$ cat src/rtl/atomik_delta_accum_mc.sv
// Purpose     : multi-channel XOR delta accumulator; state = init ^ acc, with optional per-channel rollback history.
// Latency     : one cycle; state, response register and acc_zero all update on the accepting edge.
// Backpressure: single response register; cmd_ready = !rsp_valid || rsp_ready, so 1 cmd/cycle while rsp_ready is high.
//
// Ports:
//   clk, rst_n              single clock, synchronous active-low reset
//   cmd_valid / cmd_ready   command handshake; cmd_op 00 LOAD, 01 ACCUM, 10 READ, 11 ROLLBACK
//   cmd_ch, cmd_data        target channel, LOAD value / ACCUM delta
//   rsp_valid / rsp_ready   response handshake; exactly one response per accepted command
//   rsp_ch, rsp_data        channel and its state after the command
//   rsp_err                 command rejected (bad channel, or nothing to roll back); no state changed
//   acc_zero                registered, bit i set when channel i's accumulator is zero
//
// Build option: define ATOMIK_DELTA_HISTORY_EN to build the per-channel delta history
// (multi-level ROLLBACK). Without it, ROLLBACK always answers with rsp_err and the current state.

module atomik_delta_accum_mc #(
    parameter  int DATA_WIDTH = 64,
    parameter  int NUM_CH     = 4,
    parameter  int HIST_DEPTH = 8,
    localparam int CH_W       = (NUM_CH > 1) ? $clog2(NUM_CH) : 1
) (
    input  logic                  clk,
    input  logic                  rst_n,

    input  logic                  cmd_valid,
    output logic                  cmd_ready,
    input  logic [1:0]            cmd_op,
    input  logic [CH_W-1:0]       cmd_ch,
    input  logic [DATA_WIDTH-1:0] cmd_data,

    output logic                  rsp_valid,
    input  logic                  rsp_ready,
    output logic [CH_W-1:0]       rsp_ch,
    output logic [DATA_WIDTH-1:0] rsp_data,
    output logic                  rsp_err,

    output logic [NUM_CH-1:0]     acc_zero
);

    localparam logic [1:0] OP_LOAD     = 2'b00;
    localparam logic [1:0] OP_ACCUM    = 2'b01;
    localparam logic [1:0] OP_READ     = 2'b10;
    localparam logic [1:0] OP_ROLLBACK = 2'b11;

    typedef struct packed {
        logic [CH_W-1:0]       ch;
        logic [DATA_WIDTH-1:0] dat;
        logic                  err;
    } rsp_t;

    // ------------------------------------------------------------------
    // Channel state
    // ------------------------------------------------------------------
    logic [DATA_WIDTH-1:0] init_q [NUM_CH];
    logic [DATA_WIDTH-1:0] acc_q  [NUM_CH];
    logic [NUM_CH-1:0]     acc_zero_q;

    rsp_t rsp_q;
    logic rsp_vld_q;

    logic cmd_fire;
    logic ch_ok;

    assign cmd_ready = !rsp_vld_q || rsp_ready;
    assign cmd_fire  = cmd_valid && cmd_ready;

    // Channel numbers beyond NUM_CH are possible when NUM_CH is not a power of two.
    assign ch_ok = (32'(cmd_ch) < NUM_CH);

    // Selected-channel view. Built as a compare-mux rather than a direct
    // index so an out-of-range cmd_ch never reads past the arrays.
    logic [DATA_WIDTH-1:0] sel_init;
    logic [DATA_WIDTH-1:0] sel_acc;
    logic [DATA_WIDTH-1:0] cur_state;

    always_comb begin
        sel_init = '0;
        sel_acc  = '0;
        for (int i = 0; i < NUM_CH; i++) begin
            if (ch_ok && (cmd_ch == CH_W'(i))) begin
                sel_init = init_q[i];
                sel_acc  = acc_q[i];
            end
        end
    end

    assign cur_state = sel_init ^ sel_acc;

    // ------------------------------------------------------------------
    // Delta history: rollback availability and the delta that would be popped
    // ------------------------------------------------------------------
    logic                  pop_ok;   // selected channel has an undoable delta
    logic [DATA_WIDTH-1:0] pop_dat;  // most recent delta of the selected channel

`ifdef ATOMIK_DELTA_HISTORY_EN
    localparam int HW = $clog2(HIST_DEPTH);
    localparam int CW = HW + 1;   // count spans 0..HIST_DEPTH inclusive

    logic [DATA_WIDTH-1:0] hist_q [NUM_CH][HIST_DEPTH];
    logic [HW-1:0]         wp_q   [NUM_CH];
    logic [CW-1:0]         cnt_q  [NUM_CH];

    always_comb begin
        pop_ok  = 1'b0;
        pop_dat = '0;
        for (int i = 0; i < NUM_CH; i++) begin
            if (ch_ok && (cmd_ch == CH_W'(i))) begin
                pop_ok  = (cnt_q[i] != '0);
                pop_dat = hist_q[i][HW'(wp_q[i] - 1'b1)];
            end
        end
    end

    // Pointer and count. wp wraps naturally because HIST_DEPTH is a power of
    // two; once full, a push overwrites the oldest entry and count saturates.
    always_ff @(posedge clk) begin
        if (!rst_n) begin
            for (int i = 0; i < NUM_CH; i++) begin
                wp_q[i]  <= '0;
                cnt_q[i] <= '0;
            end
        end else if (cmd_fire && ch_ok) begin
            for (int i = 0; i < NUM_CH; i++) begin
                if (cmd_ch == CH_W'(i)) begin
                    case (cmd_op)
                        OP_LOAD: begin
                            wp_q[i]  <= '0;
                            cnt_q[i] <= '0;
                        end
                        OP_ACCUM: begin
                            wp_q[i] <= HW'(wp_q[i] + 1'b1);
                            if (cnt_q[i] != CW'(HIST_DEPTH)) begin
                                cnt_q[i] <= CW'(cnt_q[i] + 1'b1);
                            end
                        end
                        OP_ROLLBACK: begin
                            if (cnt_q[i] != '0) begin
                                wp_q[i]  <= HW'(wp_q[i] - 1'b1);
                                cnt_q[i] <= CW'(cnt_q[i] - 1'b1);
                            end
                        end
                        default: ;
                    endcase
                end
            end
        end
    end

    // History storage needs no reset: entries are only read below count.
    always_ff @(posedge clk) begin
        if (rst_n && cmd_fire && ch_ok && (cmd_op == OP_ACCUM)) begin
            for (int i = 0; i < NUM_CH; i++) begin
                if (cmd_ch == CH_W'(i)) begin
                    hist_q[i][wp_q[i]] <= cmd_data;
                end
            end
        end
    end
`else
    // No history storage: nothing is ever undoable.
    assign pop_ok  = 1'b0;
    assign pop_dat = '0;
`endif

    // ------------------------------------------------------------------
    // Command decode: next channel state and response
    // ------------------------------------------------------------------
    logic [DATA_WIDTH-1:0] nxt_init;
    logic [DATA_WIDTH-1:0] nxt_acc;
    logic                  st_we;
    rsp_t                  rsp_n;

    always_comb begin
        nxt_init  = sel_init;
        nxt_acc   = sel_acc;
        st_we     = 1'b0;
        rsp_n.ch  = cmd_ch;
        rsp_n.dat = '0;
        rsp_n.err = 1'b0;

        if (!ch_ok) begin
            rsp_n.err = 1'b1;
        end else begin
            case (cmd_op)
                OP_LOAD: begin
                    nxt_init  = cmd_data;
                    nxt_acc   = '0;
                    st_we     = 1'b1;
                    rsp_n.dat = cmd_data;
                end
                OP_ACCUM: begin
                    nxt_acc   = sel_acc ^ cmd_data;
                    st_we     = 1'b1;
                    rsp_n.dat = sel_init ^ (sel_acc ^ cmd_data);
                end
                OP_READ: begin
                    rsp_n.dat = cur_state;
                end
                OP_ROLLBACK: begin
                    if (pop_ok) begin
                        nxt_acc   = sel_acc ^ pop_dat;
                        st_we     = 1'b1;
                        rsp_n.dat = sel_init ^ (sel_acc ^ pop_dat);
                    end else begin
                        rsp_n.err = 1'b1;
                        rsp_n.dat = cur_state;
                    end
                end
                default: ;
            endcase
        end
    end

    // ------------------------------------------------------------------
    // State, acc_zero and response registers
    // ------------------------------------------------------------------
    always_ff @(posedge clk) begin
        if (!rst_n) begin
            for (int i = 0; i < NUM_CH; i++) begin
                init_q[i] <= '0;
                acc_q[i]  <= '0;
            end
            acc_zero_q <= '1;
            rsp_q      <= '0;
            rsp_vld_q  <= 1'b0;
        end else begin
            if (cmd_fire) begin
                rsp_q     <= rsp_n;
                rsp_vld_q <= 1'b1;
            end else if (rsp_ready) begin
                rsp_vld_q <= 1'b0;
            end

            if (cmd_fire && st_we) begin
                for (int i = 0; i < NUM_CH; i++) begin
                    if (cmd_ch == CH_W'(i)) begin
                        init_q[i]     <= nxt_init;
                        acc_q[i]      <= nxt_acc;
                        acc_zero_q[i] <= (nxt_acc == '0);
                    end
                end
            end
        end
    end

    assign rsp_valid = rsp_vld_q;
    assign rsp_ch    = rsp_q.ch;
    assign rsp_data  = rsp_q.dat;
    assign rsp_err   = rsp_q.err;
    assign acc_zero  = acc_zero_q;

endmodule

$ cat config.mk
export PLATFORM = sky130hd
export DESIGN_NAME = atomik_delta_accum_mc
export DESIGN_NICKNAME = d
export VERILOG_FILES = /design/src/rtl/atomik_delta_accum_mc.sv
export SDC_FILE = /design/constraint.sdc
export NUM_CORES = 1
export LEC_CHECK = 0
export CORE_MARGIN = 3
export CORE_UTILIZATION = 60
export CTS_BUF_LIST = sky130_fd_sc_hd__clkbuf_2
export DETAILED_ROUTE_END_ITERATION = 8
export PLACE_DENSITY = 0.76
export SYNTH_ARGS = -nofsm -noshare
export SYNTH_HDL_FRONTEND = slang
export SYNTH_SLANG_ARGS = --single-unit
$ cat constraint.sdc
create_clock -name clk -period 30.5 [get_ports clk]
set_clock_uncertainty 0.05 [all_clocks]
set_input_delay 6.1 -clock clk [delete_from_list [all_inputs] [get_ports clk]]
set_output_delay 6.1 -clock clk [all_outputs]
set_load 0.01 [all_outputs]
== Word level (Yosys, flattened, before mapping) ==
Memory sizes are Yosys's and may differ from the RTL's.
Index checks and enable logic that the tools add are counted.
Widths: inputs -> output; s select.
Storage, ports and cells
  memories: 2
  bits in registers: 72
  output and inout port bits: 73
  bits of input ports: 72
  RAM bits: 512
Memories
  acc_q: words 4, bits a word 64, read ports 4, clocked after memory_dff 0, wr ports 4, line 56  | logic [DATA_WIDTH-1:0] acc_q [NUM_CH];
  init_q: words 4, bits a word 64, read ports 4, clocked after memory_dff 0, wr ports 4, line 55  | logic [DATA_WIDTH-1:0] init_q [NUM_CH];
Operators by class
  reductions and logical operators: 14
  bitwise gates (word level): 11
  eq/ne operators: 6
  multiplexer cells: 40
Operators with widths (count)
  $mux 64: 17
  $pmux 64 s3: 1
  $xor 64x64->64: 3
  $pmux 64 s2: 1
  $logic_not 64->1: 1
  $mux 1: 21
  $eq 2x2->1 const B: 4
  $or 1x1->1: 8
  $reduce_and 2->1: 4
  $eq 2x1->1 const B: 2
  $logic_not 2->1: 2
  $reduce_or 2->1: 2
  $logic_and 1x1->1: 2
  $reduce_bool 2->1: 1
  $logic_not 1->1: 1
  $logic_or 1x1->1: 1

== Logic depth before layout (Yosys ltp) ==
Gate-level depths: netlist of the first run.
  word-level depth: 8
  mapped depth: 11
  gate-level depth less buffers: 7

== Least setup slack after synthesis of the first run ==
No wires, ideal clock.
  kind: input port to flip-flop
  start point: input cmd_ch[0]
  end point: register acc_zero_q[1], in the netlist acc_zero[1]
  stages on the path: 11
  data arrival time: 18.030 ns
  data required time: 30.363 ns
  setup slack: 12.333 ns
  library setup time: 0.087 ns
  cells stage by stage: buf_6 -> buf_8 -> buf_6 -> buf_4 -> buf_4 -> buf_2 -> inv_1 -> o31ai_1 -> or2_2 -> nand2_1 -> o31ai_1
On the way
  cells in the longest elaborated chain, start to end: 8
RTL lines
  start: declaration: line 29  | input logic [CH_W-1:0] cmd_ch,
  $logic_not 2->1: line 81  | if (ch_ok && (cmd_ch == CH_W'(i))) begin
  $mux 64 (4 in a row): line 81
  $xor 64x64->64: line 193  | nxt_acc = sel_acc ^ cmd_data;
  $pmux 64 s2: line 185  | case (cmd_op)
  $logic_not 64->1: line 240  | acc_zero_q[i] <= (nxt_acc == '0);
  end signal: indexed assignment: line 240
  end: declaration: line 57  | logic [NUM_CH-1:0] acc_zero_q;
Several ways; a longest one is shown, not always the timed one.
A chain may end at the register's enable or synchronous reset.

== Final worst setup path of the first run ==
  start point: input rsp_ready
  end point: output cmd_ready
On the way
  cells in the longest elaborated chain, start to end: 1
RTL lines
  start: declaration: line 33  | input logic rsp_ready,
  $logic_or 1x1->1: line 65  | assign cmd_ready = !rsp_vld_q || rsp_ready;
  end: declaration: line 27  | output logic cmd_ready,
Every way passes these cells.

==> impl_metrics.csv, run 1 <==
group,metric,value,unit
power_and_ir_drop,comb_power_share,14.0,%
clock_tree,clk_latency,1.14,ns
detailed_routing,top_layer,"met4",
logic_synthesis,syn_nets,2318,
clock_tree,post_cts_buffers,0,
setup_path,crit_type,"primary input to output port",
cells_and_area,layout-drive-gt1-share,17.4,%
global_route,grt_pass1_vias,19900,
clock_tree,htree_num_levels,4,
logic_synthesis,netlist_area,27700,sq um
die,die_y,221,um
timing,tightest_slew,1.13,ns
logic_synthesis,yosysSeqAreaShare,60.7,%
timing,hold_viol_final,0,
timing,rsz0062_at_grt,"no",
placement,placed_area,29600,sq um
cells_and_area,final_common_cell,"nor2_1",
global_route,grt_pass1_wl,112,mm
logic_synthesis,async_reset_ff_share,0,%
die,io-pin-count,145,
power_and_ir_drop,internal_power,1240,uW
power_and_ir_drop,p_sw_share,27.8,%
timing,max_freq,74.4,MHz
detailed_routing,wl_per_cell,23.1,um
logic_synthesis,yosysWarnings,0,
die,initial_utilization,60.9,%
setup_path,slowest_stage,"clkdlybuf4s50_1",
power_and_ir_drop,power_density,55.3,nW/um^2
power_and_ir_drop,vdd_drop_max,0.0276,mV
setup_path,cp_cell_sequence,"clkdlybuf4s50_1, nand2b_1, clkdlybuf4s50_1",
detailed_routing,drt_iter0_markers,1897,
clock_tree,cts_buffer_depth,3,
outcome,status,"complete, no violations",
cells_and_area,fin_area,31000,sq um
logic_synthesis,ys_ff_latch,584,
cells_and_area,final_cell_mix,"nor2_1 (557), edfxtp_1 (512), clkbuf_2 (237), nand2_1 (145), clkdlybuf4s50_1 (139)",
power_and_ir_drop,leakage,0.0115,uW
setup_path,cp_max_fo,4,
placement,hpwl,39.9,mm
timing,period_share,44.1,%
timing,relSlewSlack,24.5,%
die,design.die.area,48800,sq um
setup_path,cp-end-kind,"output port",
clock_tree,clk_pin_slew,0.10,ns
clock_tree,cts.repair.resized,0,
setup_path,start_kind,"primary input",
setup_path,arrival,7.29,ns
detailed_routing,dr_total_vias,19400,
detailed_routing,wl_met2,35.5,mm
timing,setup_viol,0,
placement,io_buffers,144,
global_route,grtUsageTotal,29.5,%
setup_path,r2r_slack,26.22,ns
timing,slew_viol_final,0,
detailed_routing,wl_met1,27.9,mm
clock_tree,cts_buffers,149,
clock_tree,cts.sinks,584,
setup_path,cp.buffers_inverters,2,
clock_tree,root_buffer,"clkbuf_2",
logic_synthesis,synth.avg_cell_area,12.3,sq um
flow_run,drv_cap,0,
die,core,45500,sq um
die,fp.dieW,221,um
power_and_ir_drop,power_frac_seq,53.8,%
setup_path,cp_top_family,"buffers and inverters",
power_and_ir_drop,p_sw,476,uW
power_and_ir_drop,clockPowerShare,32.1,%
detailed_routing,avgViaCountPerCell,6.19,
placement,gp_congestion,0.814,
cells_and_area,postLayoutCoreUtil,68.2,%
cells_and_area,area_growth,11.9,%
clock_tree,cts_tree,"done",
cells_and_area,fillers,3383,
detailed_routing,wl_met3,6.94,mm
hold_path,worstHoldPathType,"flop to flop",
global_route,grt_max_degree,93,
timing,fin_tns_setup,0,ns
die,core.rowCount,78,
logic_synthesis,synth-edff-count,512,
detailed_routing,ant_nets,0,
logic_synthesis,netlist_instances,2246,
global_route,antenna_found_initial,3,
clock_tree,hold_buffers,0,
cells_and_area,final_nets,2487,
detailed_routing,routed_wl,72.6,mm
setup_path,critPathRequiredTime,24.35,ns
global_route,grt.overflow.total,0,
detailed_routing,first_pass_iters,6,
setup_path,crit_path_frequent_cell,"clkdlybuf4s50_1",
timing,finalCriticalPeriod,13.44,ns
logic_synthesis,synth_cell_types,66,
setup_path,max_stage_delay,0.57,ns
logic_synthesis,synthFlopType,"edfxtp_1",
detailed_routing,drc_errors,0,
==> worst reg2reg max path, delay by kind of cell, from the launching register on <==
family                 cells  cell delay, ns
flip-flops                 1            0.32
AO/OA/AOI/OAI              1            0.98
buffers and inverters      2            1.45
AND/OR/NAND/NOR            3            1.08
==> power by group through the flow <==
stage / combinational, uW / clock (uW) / sequential, uW
floorplan: 153 / 0 / 950
global placement: 233 / 0 / 938
detailed placement: 237 / 0 / 941
CTS: 239 / 561 / 923
global route: 259 / 604 / 926
finish: 241 / 551 / 922
==> flip-flops by register name (all words and copies together), names as in the netlist <==
| name | count |
|---|---|
| rsp_valid | 1 |
| init_q | 256 |
| acc_q | 256 |
| rsp_data | 64 |
| rsp_ch | 2 |
| rsp_err | 1 |
| acc_zero | 4 |
==> layout make-up <==
type	instances	area, sq um	share of cell area (%)
diodes	4	10.0	0.0323
clock buffers	237	1190	3.83
clock inverters	37	246	0.795
inverters	16	61.3	0.198
multi-input cells	1484	10200	32.9
flip-flops and latches	584	16800	54.2
well taps	600	751	2.42
repair buffers	180	1720	5.55
==> worst paths after layout <==
check,start,end,cells after the start
hold reg to reg,rsp_data[14],rsp_data[14],2
setup / recovery,rsp_ready,cmd_ready,3
hold / removal,rsp_data[14],rsp_data[14],2
setup reg to reg,rsp_valid,init_q[3][1],6
==> synth_stat cells, types with 3 or more instances <==
cell      count  area [sq um]
clkbuf_1    118           443
and3b_1       4          35.0
nand2b_1     24           150
dfxtp_1      72          1440
a21boi_0      6          45.0
buf_4         4          30.0
buf_6         5          56.3
nor2_1      558          2090
a211oi_1      9          67.6
a21boi_1     21           158
xor2_1       65           569
inv_1        13          48.8
nor4bb_1      9          90.1
nor2b_1      10          62.6
o21ai_1       3          15.0
nor3_1        3          15.0
buf_2        18          90.1
a21o_1       16           120
o21a_1        4          30.0
mux2_2        5          56.3
nand2_1     147           552
nor4_1        7          43.8
nand3_1      32           160
xnor2_1      51           447
o21ai_0     115           576
mux2i_1      73           731
o22ai_1       6          37.5
mux4_2      126          2840
a211o_1      12           105
clkinv_1      3          11.3
or2_2         5          31.3
nand3b_1      5          37.5
edfxtp_1    512         15400
a22oi_1      13          97.6
a21oi_1      77           385
o31ai_1       8          60.1
a31oi_1      30           188
nand4_1       6          37.5
buf_1        16          60.1
==> logic make-up after synthesis <==
logic type                share of synthesized area, %
xor gates and xnor gates                          3.67
muxes                                             13.1
DFF                                               60.7
AOI/OAI and AO/OA                                 7.50
and+or+nand+nor                                   12.4
buffers and inverters                             2.72
==> routing by layer <==
| metal | track usage, % | vias up |
|---|---|---|
| met5 | 0 | - |
| met4 | 11.8 | 0 |
| met3 | 6.10 | 170 |
| met2 | 48.5 | 985 |
| met1 | 39.1 | 9644 |
| li1 | - | 8644 |
==> stage by stage <==
stage	setup slack, ns	instances	total power [uW]	hold slack [ns]
after global routing	17.01	3140	1790	0.431
after global placement	17.04	2864	1170	0.391
after floorplan	12.33	2246	1100	0.425
after CTS	17.07	3138	1720	0.409
final	17.06	3142	1710	0.409
after detailed placement	17.07	2864	1180	0.396
Note: power is estimated with default switching activity, not from simulation.
==> inputs of run 2 (changes only) <==
CORE_UTILIZATION = 56   (was 60)
PLACE_DENSITY = 0.74   (was 0.76)
clock period = 11 ns   (was 30.5 ns; I/O delays follow)
==> impl_metrics.csv, run 2 (same netlist as run 1, synthesis figures left out) <==
group,metric,value,unit
outcome,status,"complete, no violations",
hold_path,hold_start,"rsp_data[27]",
power_and_ir_drop,leakage,0.0114,uW
timing,relSlewSlack,21.9,%
clock_tree,hold_buffers,0,
cells_and_area,fin_area,31000,sq um
cells_and_area,layout-drive-gt1-share,17.2,%
setup_path,crit_type,"primary input to output port",
die,core.rowCount,80,
timing,slew_viol_final,0,
setup_path,cp-end-kind,"output port",
timing,hold_viol_final,0,
clock_tree,cts.sinks,584,
cells_and_area,final_common_cell,"nor2_1",
global_route,antenna_found_initial,7,
placement,hpwl,44.6,mm
detailed_routing,dr_total_vias,19600,
placement,dpl_worst_slack,4.72,ns
clock_tree,cts_buffer_depth,3,
setup_path,critPathRequiredTime,8.75,ns
clock_tree,cts_tree,"done",
detailed_routing,ant_nets,0,
die,io-pin-count,145,
hold_path,worstHoldPathType,"flop to flop",
setup_path,r2r-start,"rsp_valid",
clock_tree,root_buffer,"clkbuf_2",
power_and_ir_drop,vdd_drop_max,0.0829,mV
timing,setup_viol,0,
power_and_ir_drop,power_density,152,nW/um^2
setup_path,startpoint,"rsp_ready",
placement,io_buffers,144,
clock_tree,post_cts_buffers,0,
die,design.die.area,52200,sq um
clock_tree,cts.repair.resized,0,
clock_tree,clk_latency,1.31,ns
clock_tree,clk_pin_slew,0.09,ns
detailed_routing,drc_errors,0,
flow_run,drv_cap,0,
timing,finalCriticalPeriod,5.63,ns
setup_path,r2r_slack,7.31,ns
timing,max_freq,178,MHz
placement,placed_area,29600,sq um
timing,setup_ws,5.37,ns
global_route,grtUsageTotal,29.5,%
die,die_y,228,um
clock_tree,cts_buffers,145,
detailed_routing,drt_iter0_markers,2305,
global_route,grt_pass1_wl,117,mm
detailed_routing,routed_wl,76.2,mm
cells_and_area,area_growth,11.7,%
timing,period_share,51.2,%
setup_path,start_kind,"primary input",
global_route,grt.overflow.total,0,
global_route,grt_max_degree,75,
setup_path,cp_max_fo,4,
power_and_ir_drop,power,4700,uW
die,initial_utilization,57.3,%
timing,tightest_slew,1.17,ns
die,core,48300,sq um
detailed_routing,first_pass_iters,6,
detailed_routing,wl_per_cell,23.9,um
clock_tree,htree_num_levels,4,
timing,fin_tns_setup,0,ns
placement,gp_congestion,0.835,
global_route,grt_pass1_vias,20000,
detailed_routing,avgViaCountPerCell,6.17,
die,fp.dieW,228,um
cells_and_area,postLayoutCoreUtil,64.0,%
cells_and_area,final_nets,2486,
setup_path,arrival,3.38,ns
timing,rsz0062_at_grt,"no",
cells_and_area,final_cell_mix,"nor2_1 (557), edfxtp_1 (512), clkbuf_2 (234), nand2_1 (145), clkdlybuf4s50_1 (139)",
==> run 2: cell types whose count changed in the layout (fill, tap and decap cells not counted), sizes merged <==
cell    previous run  this run
clkinv            30        21
bufinv             4         2
inv               19        14
clkbuf           237       234
buf               41        44
diode              4         6
==> run 2: worst max-delay path, stage by stage <==
cell	delay (ns)
clkdlybuf4s50_1	0.44
nand2b_1	0.17
clkdlybuf4s50_1	0.57
==> run 2: power by group <==
| part | internal, uW | switching (uW) |
|---|---|---|
| Combinational | 256 | 424 |
| Sequential | 2520 | 41.2 |
| Clock | 598 | 863 |
==> run 2: cell type report <==
cell class / instances / area (sq um)
fill: 3745 / 17400
sequential: 584 / 16800
multi-input combinational: 1484 / 10200
timing repair buffer: 183 / 1730
clock buffer: 234 / 1170
tap: 656 / 821
clock inverter: 21 / 134
inverter: 16 / 61.3
antenna: 6 / 15.0
==> run 2: through the flow <==
step	instances	hold slack (ns)
after detailed placement	2923	0.401
final	3184	0.412
after floorplan	2246	0.425
after global placement	2923	0.393
after CTS	3178	0.414
after global routing	3184	0.437
==> run 2: path summary, 6_finish.rpt <==
kind                   end  depth (start not counted)
max              cmd_ready                          3
max reg2reg  init_q[2][20]                          7
min           rsp_data[27]                          2
min reg2reg   rsp_data[27]                          2
==> run 2: layer usage <==
metal / up-vias / track usage (%) / part of all wire, %
met3: 157 / 7.74 / 10
met1: 9721 / 39.5 / 39
met4: 6 / 12.5 / 3.3
li1: 8630 / - / -
met2: 1125 / 46.1 / 48
met5: - / 0 / 0.067
==> RTL edit (flow settings as in run 2) <==
Change the parameter `DATA_WIDTH` from 64 to 96.
--- a/src/rtl/atomik_delta_accum_mc.sv
+++ b/src/rtl/atomik_delta_accum_mc.sv
@@ -15,7 +15,7 @@
 // (multi-level ROLLBACK). Without it, ROLLBACK always answers with rsp_err and the current state.
 
 module atomik_delta_accum_mc #(
-    parameter  int DATA_WIDTH = 64,
+    parameter  int DATA_WIDTH = 96,
     parameter  int NUM_CH     = 4,
     parameter  int HIST_DEPTH = 8,
     localparam int CH_W       = (NUM_CH > 1) ? $clog2(NUM_CH) : 1
Ports: changed (resized cmd_data and rsp_data); port bits go from 145 to 209. The function was not compared with the original's and may differ.
==> RTL edit against run 2 <==
Power increased by 49%. Design area increased by 48%. Area after synthesis up 48%. Sequential cell count grew 288. Critical path depth is the same. Wire length increased by 56%. Synthesized cell count up 47%. Sequential power up 50%. Via count rose by 50%. Combinational power is 47% higher. Setup slack better by 0.67 ps. Largest cell class unchanged. Largest power group unchanged.
==> RTL edit: results (changes against run 2) <==
status: complete, no violations (unchanged)
sequential area share after synthesis: 0.613 (was 0.607)
largest cells by area after synthesis: edfxtp_1 56%, mux4_2 11%, nor2_1 7.3% (was edfxtp_1 55%, mux4_2 10%, nor2_1 7.6%)
Multi-input gate area: 14800 µm² (was 10200 µm²)
vias per cell: 6.31 (was 6.17)
CLK BUF: 323 (was 234)
# fillers: 5402 (was 3745)
multi-input combinational cell count: 2156 (was 1484)
Slew @ Worst Pin: 1360 ps (was 1170 ps)
layout cells sized above 1: 0.163 (was 0.172)
Post-DP Area: 43700 µm² (was 29600 µm²)
P_seq: 3.83 mW (was 2.56 mW)
Layout area overhead: 11.6% (was 11.7%)
mux contribution to synthesized area: 0.128 (was 0.131)
placed insts: 4260 (was 2923)
NumNets Final: 3625 (was 2486)
first-pass GRT wire length: 179000 µm (was 117000 µm)
Synth Area in Compound Gates: 0.0844 (was 0.0750)
sequential cell area share: 0.549 (was 0.543)
row cnt: 98 (was 80)
GP Congestion: 0.818 (was 0.835)
Ant. Diodes: 8 (was 6)
vias in the first global route: 29500 (was 20000)
final cell count without fillers: 4662 (was 3184)
total wire length: 119000 µm (was 76200 µm)
NonClk Buf Share: 0.0536 (was 0.0558)
RTL edit: changes by cell type after synthesis, moves of 49 or more:
| cell | change |
|---|---|
| mux4_2 | +66 |
| o21ai_0 | +96 |
| nand2_1 | +64 |
| a21o_1 | +49 |
| edfxtp_1 | +256 |
| clkbuf_1 | +72 |
| nor2_1 | +237 |
RTL edit: worst paths after layout:
path                   from       endpoint  slack, ps
setup / recovery  rsp_ready      cmd_ready       5370
hold / removal    rsp_ch[0]      rsp_ch[0]        440
setup reg to reg  rsp_valid  init_q[1][49]       6850
hold reg to reg   rsp_ch[0]      rsp_ch[0]        440
RTL edit: worst register-to-register path, stage by stage, from the launching register on:
cell and delay, ps:
dfxtp_1 350, nand2b_1 110, nand2_2 80, buf_4 650, nor2_1 190, nand2_1 240
or2_4 470, buf_4 690, buf_4 870, nor2_1 110
RTL edit: layer usage:
metal | track usage | share of wire
met2 | 0.468 | 0.46
met5 | 0 | 0.00048
met1 | 0.423 | 0.38
met3 | 0.0864 | 0.13
met4 | 0.122 | 0.032
